File: config.mk
export PLATFORM = sky130hd
export DESIGN_NAME = mux_select_bank_flat
export DESIGN_NICKNAME = d
export VERILOG_FILES = /design/src/rtl/mux_select_bank_pkg.sv /design/src/rtl/mux_select_bank_if.sv /design/src/rtl/mux_select_bank_sel_reg.sv /design/src/rtl/mux_select_bank.sv /design/src/flat_wrapper.sv
export SDC_FILE = /design/constraint.sdc
export NUM_CORES = 1
export LEC_CHECK = 0
export CAP_MARGIN = 20
export CORE_MARGIN = 2
export CORE_UTILIZATION = 29
export CTS_CLUSTER_SIZE = 16
export DETAILED_ROUTE_END_ITERATION = 6
export GPL_TIMING_DRIVEN = 1
export HOLD_SLACK_MARGIN = 0.08
export PLACE_DENSITY = 0.8
export SLEW_MARGIN = 20
export SYNTH_ARGS = -nofsm -noshare
export SYNTH_HDL_FRONTEND = slang
export SYNTH_SLANG_ARGS = --single-unit
File: constraint.sdc
create_clock -name inClk -period 1.1 [get_ports inClk]
set_input_delay 0.275 -clock inClk [delete_from_list [all_inputs] [get_ports inClk]]
set_output_delay 0.275 -clock inClk [all_outputs]
set_load 0.05 [all_outputs]
File: src/rtl/mux_select_bank_pkg.sv
// -----------------------------------------------------------------------------
// mux_select_pkg
// Shared constants for the registered selector bank (mux_select_bank).
//
// Contents:
//   SEL211_W / SEL414_W / SEL811_W   select widths of the three lanes
//   DATA211_W / DATA414_W / DATA811_W candidate bus widths of the three lanes
//   OUT414_W                         width of one 414-lane element / result
//   ELEM211_W / ELEM811_W            element widths of the single-bit lanes
//   N211 / N414 / N811               number of candidates per lane
//
// Every lane has a power-of-two candidate count, so each select width is
// exactly log2 of the candidate count and every select code is meaningful.
// -----------------------------------------------------------------------------
package mux_select_pkg;

    // Select widths.
    localparam int SEL211_W  = 1;
    localparam int SEL414_W  = 2;
    localparam int SEL811_W  = 3;

    // Candidate bus widths.
    localparam int DATA211_W = 2;
    localparam int DATA414_W = 16;
    localparam int DATA811_W = 8;

    // 414-lane element (nibble) width.
    localparam int OUT414_W  = 4;

    // Element widths of the single-bit lanes.
    localparam int ELEM211_W = 1;
    localparam int ELEM811_W = 1;

    // Candidate counts, derived from the select widths.
    localparam int N211      = 1 << SEL211_W;
    localparam int N414      = 1 << SEL414_W;
    localparam int N811      = 1 << SEL811_W;

endpackage : mux_select_pkg

File: src/rtl/mux_select_bank_if.sv
// -----------------------------------------------------------------------------
// mux_select_bank_if
// Bundles the capture enable, the three lanes' candidate/select inputs and the
// three registered results of mux_select_bank.
//
// Parameters:
//   W414_ELEM  width of one 414-lane element; the 414 candidate bus is
//              4*W414_ELEM bits wide and the 414 result is W414_ELEM bits.
//
// Signals:
//   inEn        capture enable common to all lanes
//   inData211   2 candidates of 1 bit, bit i = element i
//   inSel211    1-bit select
//   outData211  registered 211 result
//   inData414   4 candidates of W414_ELEM bits, element i = [W*i +: W]
//   inSel414    2-bit select
//   outData414  registered 414 result
//   inData811   8 candidates of 1 bit, bit i = element i
//   inSel811    3-bit select
//   outData811  registered 811 result
//
// Modports:
//   master  the side that drives candidates/selects and reads results
//   slave   the selector bank itself
// -----------------------------------------------------------------------------
interface mux_select_bank_if
    import mux_select_pkg::*;
#(
    parameter int W414_ELEM = OUT414_W
);

    logic                       inEn;

    logic [DATA211_W-1:0]       inData211;
    logic [SEL211_W-1:0]        inSel211;
    logic                       outData211;

    logic [N414*W414_ELEM-1:0]  inData414;
    logic [SEL414_W-1:0]        inSel414;
    logic [W414_ELEM-1:0]       outData414;

    logic [DATA811_W-1:0]       inData811;
    logic [SEL811_W-1:0]        inSel811;
    logic                       outData811;

    modport master (
        output inEn,
        output inData211, inSel211,
        output inData414, inSel414,
        output inData811, inSel811,
        input  outData211, outData414, outData811
    );

    modport slave (
        input  inEn,
        input  inData211, inSel211,
        input  inData414, inSel414,
        input  inData811, inSel811,
        output outData211, outData414, outData811
    );

endinterface : mux_select_bank_if

File: src/rtl/mux_select_bank_sel_reg.sv
// -----------------------------------------------------------------------------
// mux_sel_reg
// Generic registered N:1 selector. Picks element inSel out of a packed bus of
// N_ELEM elements (element 0 in the least significant bits) and registers it.
//
// Parameters:
//   ELEM_W     width of one element
//   N_ELEM     number of elements; must be a power of two (>= 2) so that
//              every select code addresses a real element
//   RESET_VAL  bit replicated across the output on reset
//
// Ports:
//   inClk    in   1                clock, rising edge
//   inRst    in   1                asynchronous active-high reset
//   inEn     in   1                capture enable
//   inData   in   ELEM_W*N_ELEM    packed candidates
//   inSel    in   log2(N_ELEM)     unsigned element index
//   outData  out  ELEM_W           registered selected element
// -----------------------------------------------------------------------------
module mux_sel_reg #(
    parameter int ELEM_W    = 1,
    parameter int N_ELEM    = 2,
    parameter bit RESET_VAL = 1'b0,
    localparam int SEL_W    = $clog2(N_ELEM)
) (
    input  logic                     inClk,
    input  logic                     inRst,
    input  logic                     inEn,
    input  logic [ELEM_W*N_ELEM-1:0] inData,
    input  logic [SEL_W-1:0]         inSel,
    output logic [ELEM_W-1:0]        outData
);

    // Unpacked view of the candidate bus. Slicing with a constant genvar base
    // keeps the variable index down to exactly SEL_W bits, which is the full
    // address range because N_ELEM is a power of two.
    logic [ELEM_W-1:0] elemArr [N_ELEM];

    for (genvar gi = 0; gi < N_ELEM; gi++) begin : g_elem
        assign elemArr[gi] = inData[gi*ELEM_W +: ELEM_W];
    end

    logic [ELEM_W-1:0] picked;

    always_comb begin
        picked = elemArr[inSel];
    end

    // Output register: the only path from inputs to outData, so there is no
    // combinational input-to-output path and the latency is exactly one edge.
    always_ff @(posedge inClk or posedge inRst) begin
        if (inRst) begin
            outData <= {ELEM_W{RESET_VAL}};
        end else if (inEn) begin
            outData <= picked;
        end
    end

endmodule : mux_sel_reg

File: src/rtl/mux_select_bank.sv
// -----------------------------------------------------------------------------
// mux_select_bank
// Registered bank of three independent selectors sharing clock, reset and
// capture enable:
//   211 lane: 2:1 bit selector      outData211 <= inData211[inSel211]
//   414 lane: 4:1 element selector  outData414 <= inData414[W*inSel414 +: W]
//             (a multiplexer, despite the legacy DEMUX414 name)
//   811 lane: 8:1 bit selector      outData811 <= inData811[inSel811]
//
// Parameters:
//   W414_ELEM  width of one 414-lane element (default 4, a nibble)
//   RESET_VAL  bit replicated into every output register on reset
//
// Ports:
//   inClk  in  1   clock, all registers update on the rising edge
//   inRst  in  1   asynchronous active-high reset; outputs forced to
//                  RESET_VAL at once and held while high
//   bus    mux_select_bank_if.slave
//                  enable, candidates, selects and registered results
//
// The lanes share no state; each is its own mux_sel_reg instance. When inEn
// is low at an edge all three results hold.
// -----------------------------------------------------------------------------
module mux_select_bank
    import mux_select_pkg::*;
#(
    parameter int W414_ELEM = OUT414_W,
    parameter bit RESET_VAL = 1'b0
) (
    input  logic                  inClk,
    input  logic                  inRst,
    mux_select_bank_if.slave      bus
);

    // 211 lane: 2 candidates of 1 bit.
    mux_sel_reg #(
        .ELEM_W    (ELEM211_W),
        .N_ELEM    (N211),
        .RESET_VAL (RESET_VAL)
    ) u_lane211 (
        .inClk   (inClk),
        .inRst   (inRst),
        .inEn    (bus.inEn),
        .inData  (bus.inData211),
        .inSel   (bus.inSel211),
        .outData (bus.outData211)
    );

    // 414 lane: 4 candidates of W414_ELEM bits.
    mux_sel_reg #(
        .ELEM_W    (W414_ELEM),
        .N_ELEM    (N414),
        .RESET_VAL (RESET_VAL)
    ) u_lane414 (
        .inClk   (inClk),
        .inRst   (inRst),
        .inEn    (bus.inEn),
        .inData  (bus.inData414),
        .inSel   (bus.inSel414),
        .outData (bus.outData414)
    );

    // 811 lane: 8 candidates of 1 bit.
    mux_sel_reg #(
        .ELEM_W    (ELEM811_W),
        .N_ELEM    (N811),
        .RESET_VAL (RESET_VAL)
    ) u_lane811 (
        .inClk   (inClk),
        .inRst   (inRst),
        .inEn    (bus.inEn),
        .inData  (bus.inData811),
        .inSel   (bus.inSel811),
        .outData (bus.outData811)
    );

endmodule : mux_select_bank

File: src/flat_wrapper.sv
// flat-port wrapper written by rule: the top's interface ports become plain ports
module mux_select_bank_flat import mux_select_pkg::*;
#(
    parameter int W414_ELEM = OUT414_W,
    parameter bit RESET_VAL = 1'b0
)
  (inClk, inRst, bus_inEn, bus_inData211, bus_inSel211, bus_inData414, bus_inSel414, bus_inData811, bus_inSel811, bus_outData211, bus_outData414, bus_outData811);
  mux_select_bank_if #(.W414_ELEM(W414_ELEM)) bus_i ();
  input  logic inClk;
  input  logic inRst;
  input wire logic [$bits(bus_i.inEn)-1:0] bus_inEn;
  input wire logic [$bits(bus_i.inData211)-1:0] bus_inData211;
  input wire logic [$bits(bus_i.inSel211)-1:0] bus_inSel211;
  input wire logic [$bits(bus_i.inData414)-1:0] bus_inData414;
  input wire logic [$bits(bus_i.inSel414)-1:0] bus_inSel414;
  input wire logic [$bits(bus_i.inData811)-1:0] bus_inData811;
  input wire logic [$bits(bus_i.inSel811)-1:0] bus_inSel811;
  output wire logic [$bits(bus_i.outData211)-1:0] bus_outData211;
  output wire logic [$bits(bus_i.outData414)-1:0] bus_outData414;
  output wire logic [$bits(bus_i.outData811)-1:0] bus_outData811;
  assign bus_i.inEn = bus_inEn;
  assign bus_i.inData211 = bus_inData211;
  assign bus_i.inSel211 = bus_inSel211;
  assign bus_i.inData414 = bus_inData414;
  assign bus_i.inSel414 = bus_inSel414;
  assign bus_i.inData811 = bus_inData811;
  assign bus_i.inSel811 = bus_inSel811;
  assign bus_outData211 = bus_i.outData211;
  assign bus_outData414 = bus_i.outData414;
  assign bus_outData811 = bus_i.outData811;
  mux_select_bank #(.W414_ELEM(W414_ELEM), .RESET_VAL(RESET_VAL)) u_core (.inClk(inClk), .inRst(inRst), .bus(bus_i));
endmodule
# After elaboration in Yosys (flattened, before gate mapping)
# Index checks and enable logic that the tools add are counted.
# totals
ff_bits	6
latchBits	0
ramBits	0
mem_bits_ro	0
inputBits	35
output_inout_bits	6
n_memories	0
# classes
n_addsub	0
multipliers	0
div	0
n_lt_le_gt_ge	3
eq_ne	0
n_shift	0
muxes	9
n_bitwise	3
n_reduce_logical	0
# op_table
operator	count
binary-select mux 4 bit (select 2 bit)	1
two-way mux 4 bit	2
two-way mux 1 bit	5
greater-or-equal comparator 4 bit, second input constant	1
NOT 3 -> 4 bit	1
binary-select mux 1 bit (select 3 bit)	1
greater-or-equal comparator 3 bit, second input constant	1
NOT 2 -> 3 bit	1
greater-or-equal comparator 2 bit, second input constant	1
NOT 1 -> 2 bit	1

# Longest topological paths before layout
# Gate-level depths: netlist of run 1.
# depth
word_depth	4
mapped_depth	4
depth_no_buf	3

# By module
# Synthesis of run 1 repeated with hierarchy kept, for this count alone.
# hier_totals
hier_cells	39
hier_area_um2	422.9
# modules_own_cells
mod	instances	cells_per_inst	area_per_inst_um2
mux_sel_reg at u_core.u_lane414	1	24	265.3
mux_sel_reg at u_core.u_lane811	1	10	110.1
mux_sel_reg at u_core.u_lane211	1	5	47.5

# Least setup slack after synthesis of run 1
# Ideal clock, no wire load.
# synth_timing
path_type	input to register
startpoint	input port bus_inSel811[0]
endpoint	register u_core.u_lane811.outData
arrival_ps	1091
required_time_ps	1021
path_slack_ps	-71
path_stages	4
cell_sequence	clkbuf_2 -> mux2i_1 -> mux4_2 -> mux2i_1
# synth_via
elab_chain_cells	4
# synth_lines
element	line_no	rtl
start, declared	flat_wrapper.sv:17	input wire logic [$bits(bus_i.inSel811)-1:0] bus_inSel811;
NOT 3 -> 4 bit (not written as such)	mux_select_bank_sel_reg.sv:46	picked = elemArr[inSel];
binary-select mux 1 bit (select 3 bit)	mux_select_bank_sel_reg.sv:46	
two-way mux 1 bit (not written as such) (2 in series)	mux_select_bank_sel_reg.sv:46	
end signal, assigned	mux_select_bank_sel_reg.sv:53	outData <= {ELEM_W{RESET_VAL}};
end signal, assigned	mux_select_bank_sel_reg.sv:55	outData <= picked;
end, declared	mux_select_bank_sel_reg.sv:31	output logic [ELEM_W-1:0] outData
# No other way between the ends. The select of a mux whose other input is x is not followed.
# A chain may end at the register's enable or synchronous reset.

# Worst setup path in the final report of run 1
# layout_timing
startpoint	input port bus_inData414[14]
endpoint	register u_core.u_lane414.outData[2]
# layout_via
elab_chain_cells	3
# layout_lines
element	line_no	rtl
start, declared	flat_wrapper.sv:14	input wire logic [$bits(bus_i.inData414)-1:0] bus_inData414;
binary-select mux 4 bit (select 2 bit)	mux_select_bank_sel_reg.sv:46	
two-way mux 4 bit (not written as such) (2 in series)	mux_select_bank_sel_reg.sv:46	
end signal, assigned	mux_select_bank_sel_reg.sv:53	
end signal, assigned	mux_select_bank_sel_reg.sv:55	
end, declared	mux_select_bank_sel_reg.sv:31	
# No other way between the ends. The select of a mux whose other input is x is not followed.

==> results.cfg, run 1 <==
[placed_design]
hpwl_um = 1000
dpl.cell_count = 81
port_buffers = 40
gp_congestion = 0.764
pre_cts_ws_ns = -0.736

[layout]
num_antenna_cells = 0
nNetsFinal = 109
multi_input_area_sq_um = 241
regArea_sq_um = 150
instances_no_fill = 87
area_growth_pct = 130
fillerInstances = 113
drive_above_1_share = 0.333

[floorplanning]
core_area_sq_um = 1280
die_height_um = 40.8
rows = 13
die_area_sq_um = 1670
start_util = 0.306
ios = 41
die_x_um = 40.8

[timing]
slew_headroom = 0.792
finalSetupViolCount = 3
fin_crit_ns = 1.10
slew_viol_final = 0
skew_ns = 0
min_period_over_period = 1.00
max_freq_mhz = 906
rsz0062_at_grt = true
worstMarginPinSlew_ns = 0.312
finalHoldViolations = 0
finalWorstSetupSlack_ns = -0.00378

[synth]
avgSynthCellArea_sq_um = 14.6
synth.largest_area_cell = dfrtp_1
synth_warnings = 0
synth.mux.area_fraction = 0.554
yosys.area_share.simple = 0.00955
syn-num-nets = 62
synth_seq_cells = 6
synth_top_area_frac = 0.382
ys_seq_area_frac = 0.382
synthXorXnorAreaFrac = 0
synth_top_family_by_area = multiplexers
synth_area_leaders = dfrtp_1 38%, mux4_2 29%, mux2i_1 15%, mux2_2 11%, inv_1 1.9%
synthesis.area_sq_um = 393
synthCells = 27
synth_fa_ha_area_frac = 0
synthDistinctLibCells = 9
synth_compound_area_frac = 0.0127

[power]
irDropWorstVdd_mv = 0.368
p_leak_nw = 0.441
switching_share = 0.313
p_clk_frac = 0.207
pwr-share-seq = 0.298
internal-power_mw = 0.668
p_sw_mw = 0.304
p_per_area_nw_per_um2 = 1080
p_comb_frac = 0.495

[critical_path]
crit_buf_inv = 1
start_kind = input port
setup.worst_path.end = u_core.u_lane414.outData[2]
reg2reg_setup_slack_ns = 0.17
path_max_fanout = 1
crit_type = input port to flip-flop
startpoint = bus_inData414[14]
rr_worst_depth = 2
cpPeakStageDelay_ns = 0.46
worstReg2RegStart = u_core.u_lane414.outData[0]
cp_cell_sequence = dlygate4sd2_1, mux4_2, mux2_4
worstReg2RegEnd = u_core.u_lane414.outData[0]
critical_path_depth = 3
arrival_ns = 1.23
crit_family = multiplexers
cp_slowest_cell = mux4_2
worstPathRequired_ns = 1.22
endpoint_kind = flip-flop

[detailed_routing]
viasPerCell = 4.61
vias = 401
wl_per_cell_um = 13.0
firstDrtPassIters = 1
wl_um = 1130
drt_iter0_drc = 0
ant_nets = 0
drc_errors = 0

[clock_tree]
clockBufferDepth = 2
clkSlewWorstSetupHoldPaths_ns = 0.05
numCtsBuffers = 3
htree_levels = 1
clockRootBuffer = clkbuf_4
cts_tree = yes
numClockSinks = 6
clk_latency_ns = 0.24

[min_path]
hp-class = input port to async pin

[grt]
grt_pass1_vias = 415
overflow = 0
grt_max_degree = 7
grt_usage = 0.170
grt_pass1_wl_um = 1750
antenna_found_initial = 0

[status]
status = complete, but fails checks
failed_checks = setup timing

[job]
drv_cap = 0
[layer usage]
metal / vias to the layer above / global-route usage / wire [um]
met5: - / 0 / 0
met4: 0 / 0.100 / 0
met3: 0 / 0.0489 / 76
met2: 21 / 0.305 / 671
met1: 185 / 0.169 / 386
li1: 195 / - / -
[through the flow]
| stage | total power [mW] | hold slack, ns | cell area [sq um] | setup TNS, ns | util |
|---|---|---|---|---|---|
| 6_report | 0.972 | 0.240 | 902 | -0.00633 | 0.702 |
| 5_1_grt | 1.03 | 0.265 | 902 | -0.107 | 0.702 |
| 4_1_cts | 0.958 | 0.245 | 872 | 0 | 0.679 |
| 3_5_place_dp | 0.769 | 0.516 | 871 | -3.65 | 0.678 |
| 3_3_place_gp | 0.764 | 0.509 | 871 | -3.56 | 0.678 |
| 2_1_floorplan | 0.478 | 0.0660 | 402 | -0.111 | - |
[flip-flops by register name (all words and copies together) (netlist names)]
| signal | cells |
|---|---|
| u_core.u_lane211.outData | 1 |
| u_core.u_lane414.outData | 4 |
| u_core.u_lane811.outData | 1 |
[power by group through the flow]
stage / clock network (mW) / logic, mW / registers [mW]
2_1_floorplan: 0 / 0.0893 / 0.389
3_3_place_gp: 0 / 0.473 / 0.292
3_5_place_dp: 0 / 0.477 / 0.293
4_1_cts: 0.212 / 0.456 / 0.290
5_1_grt: 0.234 / 0.508 / 0.293
6_report: 0.201 / 0.481 / 0.290
[synth_stat cells]
master	n
nor2_1	1
dfrtp_1	6
clkbuf_2	1
mux2i_1	6
clkbuf_1	1
mux2_2	4
mux4_2	5
a21oi_1	1
inv_1	2
[placed cells by master, fill, tap and decap left out]
cell type         n
a21oi_1           1
clkdlybuf4s15_1   5
mux2_4            4
clkbuf_4          4
mux4_2            5
nor2_1            1
inv_1             2
dlygate4sd2_1    22
mux2i_1           6
buf_4             4
dfrtp_1           6
clkdlybuf4s50_1   5
clkdlybuf4s15_2   1
buf_12            6
[worst register-to-register path, stage by stage, from the launching register on]
cell and delay, ns:
dfrtp_1 0.41, buf_4 0.14, mux2_4 0.26
[how the worst min path moves through the flow]
stage,start,endpoint,slack [ns],cells past startpoint
detailed placement,inRst,u_core.u_lane414.outData[3],0.52,2
finish,inRst,u_core.u_lane414.outData[0],0.24,2
global placement,inRst,u_core.u_lane414.outData[0],0.51,2
global route,inRst,u_core.u_lane211.outData,0.27,2
CTS,inRst,u_core.u_lane414.outData[0],0.24,2
floorplan,inRst,u_core.u_lane211.outData,0.07,1
[area by class of cell]
cell class                      instances  area share
Timing Repair Buffer                   44       0.512
Multi-Input combinational cell         17       0.268
Sequential cell                         6       0.166
Clock buffer                            3      0.0250
Tap cell                               15      0.0208
Inverter                                2     0.00832
[cell families after synthesis]
logic type	after synthesis
muxes	15
DFF	6
and+or+nand+nor	1
buffers and inverters	4
AOI/OAI and AO/OA	1
[repair_timing]
item	in CTS	in global routing
gates resized for setup	39	5
hold buffers	0	0
pin swaps	0	0
endpoints found under the hold margin	0	0
setup buffers	0	3
setup endpoints to repair	5	8
No activity file was read; power rests on OpenSTA's default activity.
==> run 2: changes to the inputs <==
--- a/config.mk
+++ b/config.mk
@@ -10,10 +10,12 @@
 export CORE_UTILIZATION = 29
 export CTS_CLUSTER_SIZE = 16
 export DETAILED_ROUTE_END_ITERATION = 6
-export GPL_TIMING_DRIVEN = 1
+export GPL_TIMING_DRIVEN = 0
 export HOLD_SLACK_MARGIN = 0.08
 export PLACE_DENSITY = 0.8
+export SKIP_LAST_GASP = 1
 export SLEW_MARGIN = 20
 export SYNTH_ARGS = -nofsm -noshare
 export SYNTH_HDL_FRONTEND = slang
 export SYNTH_SLANG_ARGS = --single-unit
+export TNS_END_PERCENT = 100
==> run 2 against run 1 <==
The flow now finishes without violations; total power shrank 9.2%; via count shrank 1.2%; core utilization decreased by 6.2 points; hold slack worse by 0.0041 ns; critical path depth decreased by 2; global-route usage fell by 0.72 points; sequential share of layout area rose by 1.6 points; worst setup slack better by 0.011 ns; cell count is 3.4% lower; sequential power down 5%; critical endpoint is now bus_outData414[2]; highest routed layer is now met4.
==> results.cfg, run 2 (same netlist as run 1, synthesis figures left out) <==
[status]
status = complete, no violations

[floorplanning]
rows = 13
ios = 41
die_x_um = 40.8
die_height_um = 40.8
start_util = 0.306
die_area_sq_um = 1670
core_area_sq_um = 1280

[clock_tree]
clockRootBuffer = clkbuf_4
numCtsBuffers = 3
clk_latency_ns = 0.25
clkSlewWorstSetupHoldPaths_ns = 0.05
numClockSinks = 6
cts_tree = yes
clockBufferDepth = 2
htree_levels = 1

[timing]
fin_tns_setup_ns = 0
slew_viol_final = 0
skew_ns = 0
min_period_over_period = 0.994
finalHoldViolations = 0
rsz0062_at_grt = true
worstMarginPinSlew_ns = 0.455
finalWorstSetupSlack_ns = 0.00688
fin_crit_ns = 1.09
finalSetupViolCount = 0
slew_headroom = 0.696
max_freq_mhz = 915

[detailed_routing]
drt_iter0_drc = 1
wl_per_cell_um = 12.4
viasPerCell = 4.71
firstDrtPassIters = 2
vias = 396
drc_errors = 0
ant_nets = 0
wl_um = 1040

[grt]
grt_pass1_vias = 405
grt_usage = 0.162
grt_max_degree = 8
grt_pass1_wl_um = 1700
overflow = 0
antenna_found_initial = 0

[placed_design]
gp_congestion = 0.706
dpl.cell_count = 80
pre_cts_ws_ns = -0.754
port_buffers = 38
hpwl_um = 933
placed_area_sq_um = 801

[critical_path]
worstReg2RegEnd = u_core.u_lane414.outData[1]
worstPathRequired_ns = 0.82
endpoint_kind = output pin
start_kind = flip-flop
worstReg2RegStart = u_core.u_lane414.outData[1]
rr_worst_depth = 2
cp_slowest_cell = dfrtp_1
path_max_fanout = 2
arrival_ns = 0.82
crit_type = flip-flop to output pin
crit_buf_inv = 1
cp_cell_sequence = buf_4
crit_family = flip-flops
cpPeakStageDelay_ns = 0.38
reg2reg_setup_slack_ns = 0.21

[layout]
stdcell_area_sq_um = 822
num_antenna_cells = 0
instances_no_fill = 84
final_cell_mix = 20 x dlygate4sd2_1, 6 x mux2i_1, 6 x clkdlybuf4s15_1, 6 x dfrtp_1
fin_util = 0.640
top_regs = u_core.u_lane414.outData x4, u_core.u_lane211.outData x1, u_core.u_lane811.outData x1
area_growth_pct = 109
largest_reg_flops = 4
top_register = u_core.u_lane414.outData
nNetsFinal = 106
fillerInstances = 119
final_common_cell = dlygate4sd2_1
drive_above_1_share = 0.304

[min_path]
hp-class = input port to async pin

[power]
irDropWorstVdd_mv = 0.337
p_per_area_nw_per_um2 = 1070
p_leak_nw = 0.402

[job]
drv_cap = 0
[run 2: cell types whose count changed in the layout (fill, tap and decap cells not counted)]
cell / delta
buf_4: -2
buf_12: -6
clkdlybuf4s15_1: +1
dlygate4sd2_1: -2
clkbuf_1: +1
clkbuf_8: +1
buf_6: +5
clkdlybuf4s15_2: -1
[run 2: cell type report]
type                    count  area (sq um)  area share
repair buffers             39           364       0.443
multi-input cells          17           241       0.294
flip-flops and latches      6           150       0.183
clock buffers               3          22.5      0.0274
well taps                  15          18.8      0.0228
plain buffers               2          17.5      0.0213
inverters                   2          7.51     0.00913
[run 2: how the worst max path moves through the flow]
stage	from	end	slack, ns	depth (start not counted)
6_report	u_core.u_lane414.outData[2]	bus_outData414[2]	0.007	1
5_1_grt	u_core.u_lane414.outData[2]	bus_outData414[2]	-0.02	1
4_1_cts	u_core.u_lane414.outData[2]	bus_outData414[2]	-0.04	1
3_5_place_dp	bus_inSel414[0]	u_core.u_lane414.outData[2]	-0.75	3
3_3_place_gp	bus_inSel414[0]	u_core.u_lane414.outData[2]	-0.75	3
2_1_floorplan	bus_inSel811[0]	u_core.u_lane811.outData	-0.05	4
[run 2: per-layer routing]
layer  routed length (um)  global-route usage  part of all wire  vias up
met1                  403               0.175              0.39      181
met3                   71              0.0217             0.068        2
met5                    0                   0                 0        -
met2                  546               0.281              0.52       25
met4                   19               0.125             0.018        0
li1                     -                   -                 -      188
[run 2: power by group]
part / internal, mW / switching [mW] / total (mW) / leakage, nW
Combinational: 0.211 / 0.184 / 0.395 / 0.319
Clock: 0.124 / 0.0868 / 0.211 / 0.0138
Sequential: 0.254 / 0.0218 / 0.276 / 0.0695
[run 2: per-stage QoR]
| step | hold WS [ns] | power (mW) |
|---|---|---|
| finish | 0.236 | 0.882 |
| global route | 0.254 | 0.929 |
| CTS | 0.243 | 0.864 |
| detailed placement | 0.501 | 0.675 |
| global placement | 0.491 | 0.670 |
| floorplan | 0.0660 | 0.478 |
[run 2: timing repair]
item	CTS	global route
hold buffers	0	0
pin swaps	0	0
setup endpoints to repair	11	9
buffers inserted	0	1
endpoints found under the hold margin	0	0
resized for setup	72	11
==> run 3: changes to the inputs <==
--- a/config.mk
+++ b/config.mk
@@ -13,8 +13,9 @@
 export GPL_TIMING_DRIVEN = 0
 export HOLD_SLACK_MARGIN = 0.08
 export PLACE_DENSITY = 0.8
+export RECOVER_POWER = 100
 export SKIP_LAST_GASP = 1
-export SLEW_MARGIN = 20
+export SLEW_MARGIN = 40
 export SYNTH_ARGS = -nofsm -noshare
 export SYNTH_HDL_FRONTEND = slang
 export SYNTH_SLANG_ARGS = --single-unit
==> run 3 against run 2 <==
Sequential power is essentially flat; sequential cell count is the same; routed wire length did not move; worst setup slack hardly changed; total power decreased by 0.17%; largest cell class unchanged.
==> results.cfg, run 3 (same netlist as run 1, synthesis figures left out) <==
[power]
irDropWorstVdd_mv = 0.337
p_sw_mw = 0.293
internal-power_mw = 0.588
p_comb_frac = 0.447
pwr-share-seq = 0.313
p_leak_nw = 0.403
switching_share = 0.333
p_clk_frac = 0.239
p_per_area_nw_per_um2 = 1070

[layout]
drive_above_1_share = 0.304
instances_no_fill = 84
final_common_cell = dlygate4sd2_1
final_cell_mix = 20 x dlygate4sd2_1, 6 x mux2i_1, 6 x clkdlybuf4s15_1, 6 x dfrtp_1
fin_util = 0.640
area_growth_pct = 109
fillerInstances = 119
nNetsFinal = 106
top_regs = u_core.u_lane414.outData x4, u_core.u_lane211.outData x1, u_core.u_lane811.outData x1
top_register = u_core.u_lane414.outData
regArea_sq_um = 150
largest_reg_flops = 4
num_antenna_cells = 0
multi_input_area_sq_um = 241

[job]
drv_cap = 0

[critical_path]
crit_type = flip-flop to output pin
path_max_fanout = 2
worstReg2RegEnd = u_core.u_lane414.outData[1]
crit_buf_inv = 1
rr_worst_depth = 2
crit_family = flip-flops
start_kind = flip-flop
worstPathRequired_ns = 0.82
endpoint_kind = output pin
worstReg2RegStart = u_core.u_lane414.outData[1]
cp_slowest_cell = dfrtp_1
cpPeakStageDelay_ns = 0.38
cp_cell_sequence = buf_4
reg2reg_setup_slack_ns = 0.21
arrival_ns = 0.82

[grt]
grt_pass1_wl_um = 1700
use_met1 = 0.175
grt_busiest_layer = met2
grt_max_degree = 8
antenna_found_initial = 0
grt_usage = 0.162
grtUsageMet3 = 0.0217
grt_pass1_vias = 405
overflow = 0
grt_use_met2 = 0.281

[timing]
worstMarginPinSlew_ns = 0.456
skew_ns = 0
rsz0062_at_grt = true
fin_crit_ns = 1.09
slew_viol_final = 0
slew_headroom = 0.696
min_period_over_period = 0.994
finalSetupViolCount = 0
max_freq_mhz = 915
timing.hold.ws_ns = 0.373
finalHoldViolations = 0

[detailed_routing]
drc_errors = 0
ant_nets = 0
firstDrtPassIters = 2
wl_per_cell_um = 12.4
vias = 396
drt_iter0_drc = 1
viasPerCell = 4.71
wl_um = 1040

[floorplanning]
die_height_um = 40.8
rows = 13
start_util = 0.306
die_x_um = 40.8
ios = 41
core_area_sq_um = 1280
die_area_sq_um = 1670

[clock_tree]
clockRootBuffer = clkbuf_4
numCtsBuffers = 3
cts_tree = yes
htree_levels = 1
hold_buffers = 0
clk_latency_ns = 0.25
clockBufferDepth = 2
numClockSinks = 6
clkSlewWorstSetupHoldPaths_ns = 0.05

[placed_design]
dpl.cell_count = 80
port_buffers = 38
gp_congestion = 0.706
hpwl_um = 933

[status]
status = complete, no violations

[min_path]
hp-class = input port to async pin
[run 3: changes by cell type in the layout (fill, tap and decap cells not counted), sizes merged]
cell and change:
clkdlybuf4s50 -2, dlygate4sd3 +2
[run 3: timing repair]
item / in CTS / in global routing
setup buffers: 0 / 1
setup endpoints to repair: 11 / 9
endpoints found under the hold margin: 0 / 0
resized for setup: 72 / 11
[run 3: metal layers]
metal	routed length [um]	up-vias
met2	545	25
met3	76	2
li1	-	188
met4	19	0
met1	400	181
met5	0	-
[run 3: metrics by stage]
| step | worst slack (ns) | cell area, sq um | TNS [ns] | total power [mW] |
|---|---|---|---|---|
| 2_1_floorplan | -0.0527 | 402 | -0.111 | 0.478 |
| 3_3_place_gp | -0.750 | 801 | -5.14 | 0.670 |
| 3_5_place_dp | -0.754 | 801 | -5.22 | 0.675 |
| 4_1_cts | -0.0445 | 790 | -0.0445 | 0.864 |
| 5_1_grt | -0.0215 | 822 | -0.0215 | 0.927 |
| 6_report | 0.00691 | 822 | 0 | 0.881 |
[run 3: layout make-up]
class,instances,area share
plain buffers,2,0.0213
flip-flops and latches,6,0.183
clock buffers,3,0.0274
multi-input cells,17,0.294
repair buffers,39,0.443
well taps,15,0.0228
inverters,2,0.00913
[run 3: power groups by stage]
stage          Clock (mW)  Sequential (mW)  Combinational (mW)
4_1_cts             0.217            0.273               0.373
6_report            0.211            0.276               0.394
3_5_place_dp            0            0.274               0.402
2_1_floorplan           0            0.389              0.0893
3_3_place_gp            0            0.272               0.398
5_1_grt             0.225            0.282               0.421
[run 3: worst max-delay path by stage]
stage / from / end / slack [ns] / cells after the start
3_5_place_dp: bus_inSel414[0] / u_core.u_lane414.outData[2] / -0.75 / 3
5_1_grt: u_core.u_lane414.outData[2] / bus_outData414[2] / -0.02 / 1
4_1_cts: u_core.u_lane414.outData[2] / bus_outData414[2] / -0.04 / 1
3_3_place_gp: bus_inSel414[0] / u_core.u_lane414.outData[2] / -0.75 / 3
6_report: u_core.u_lane414.outData[2] / bus_outData414[2] / 0.007 / 1
2_1_floorplan: bus_inSel811[0] / u_core.u_lane811.outData / -0.05 / 4
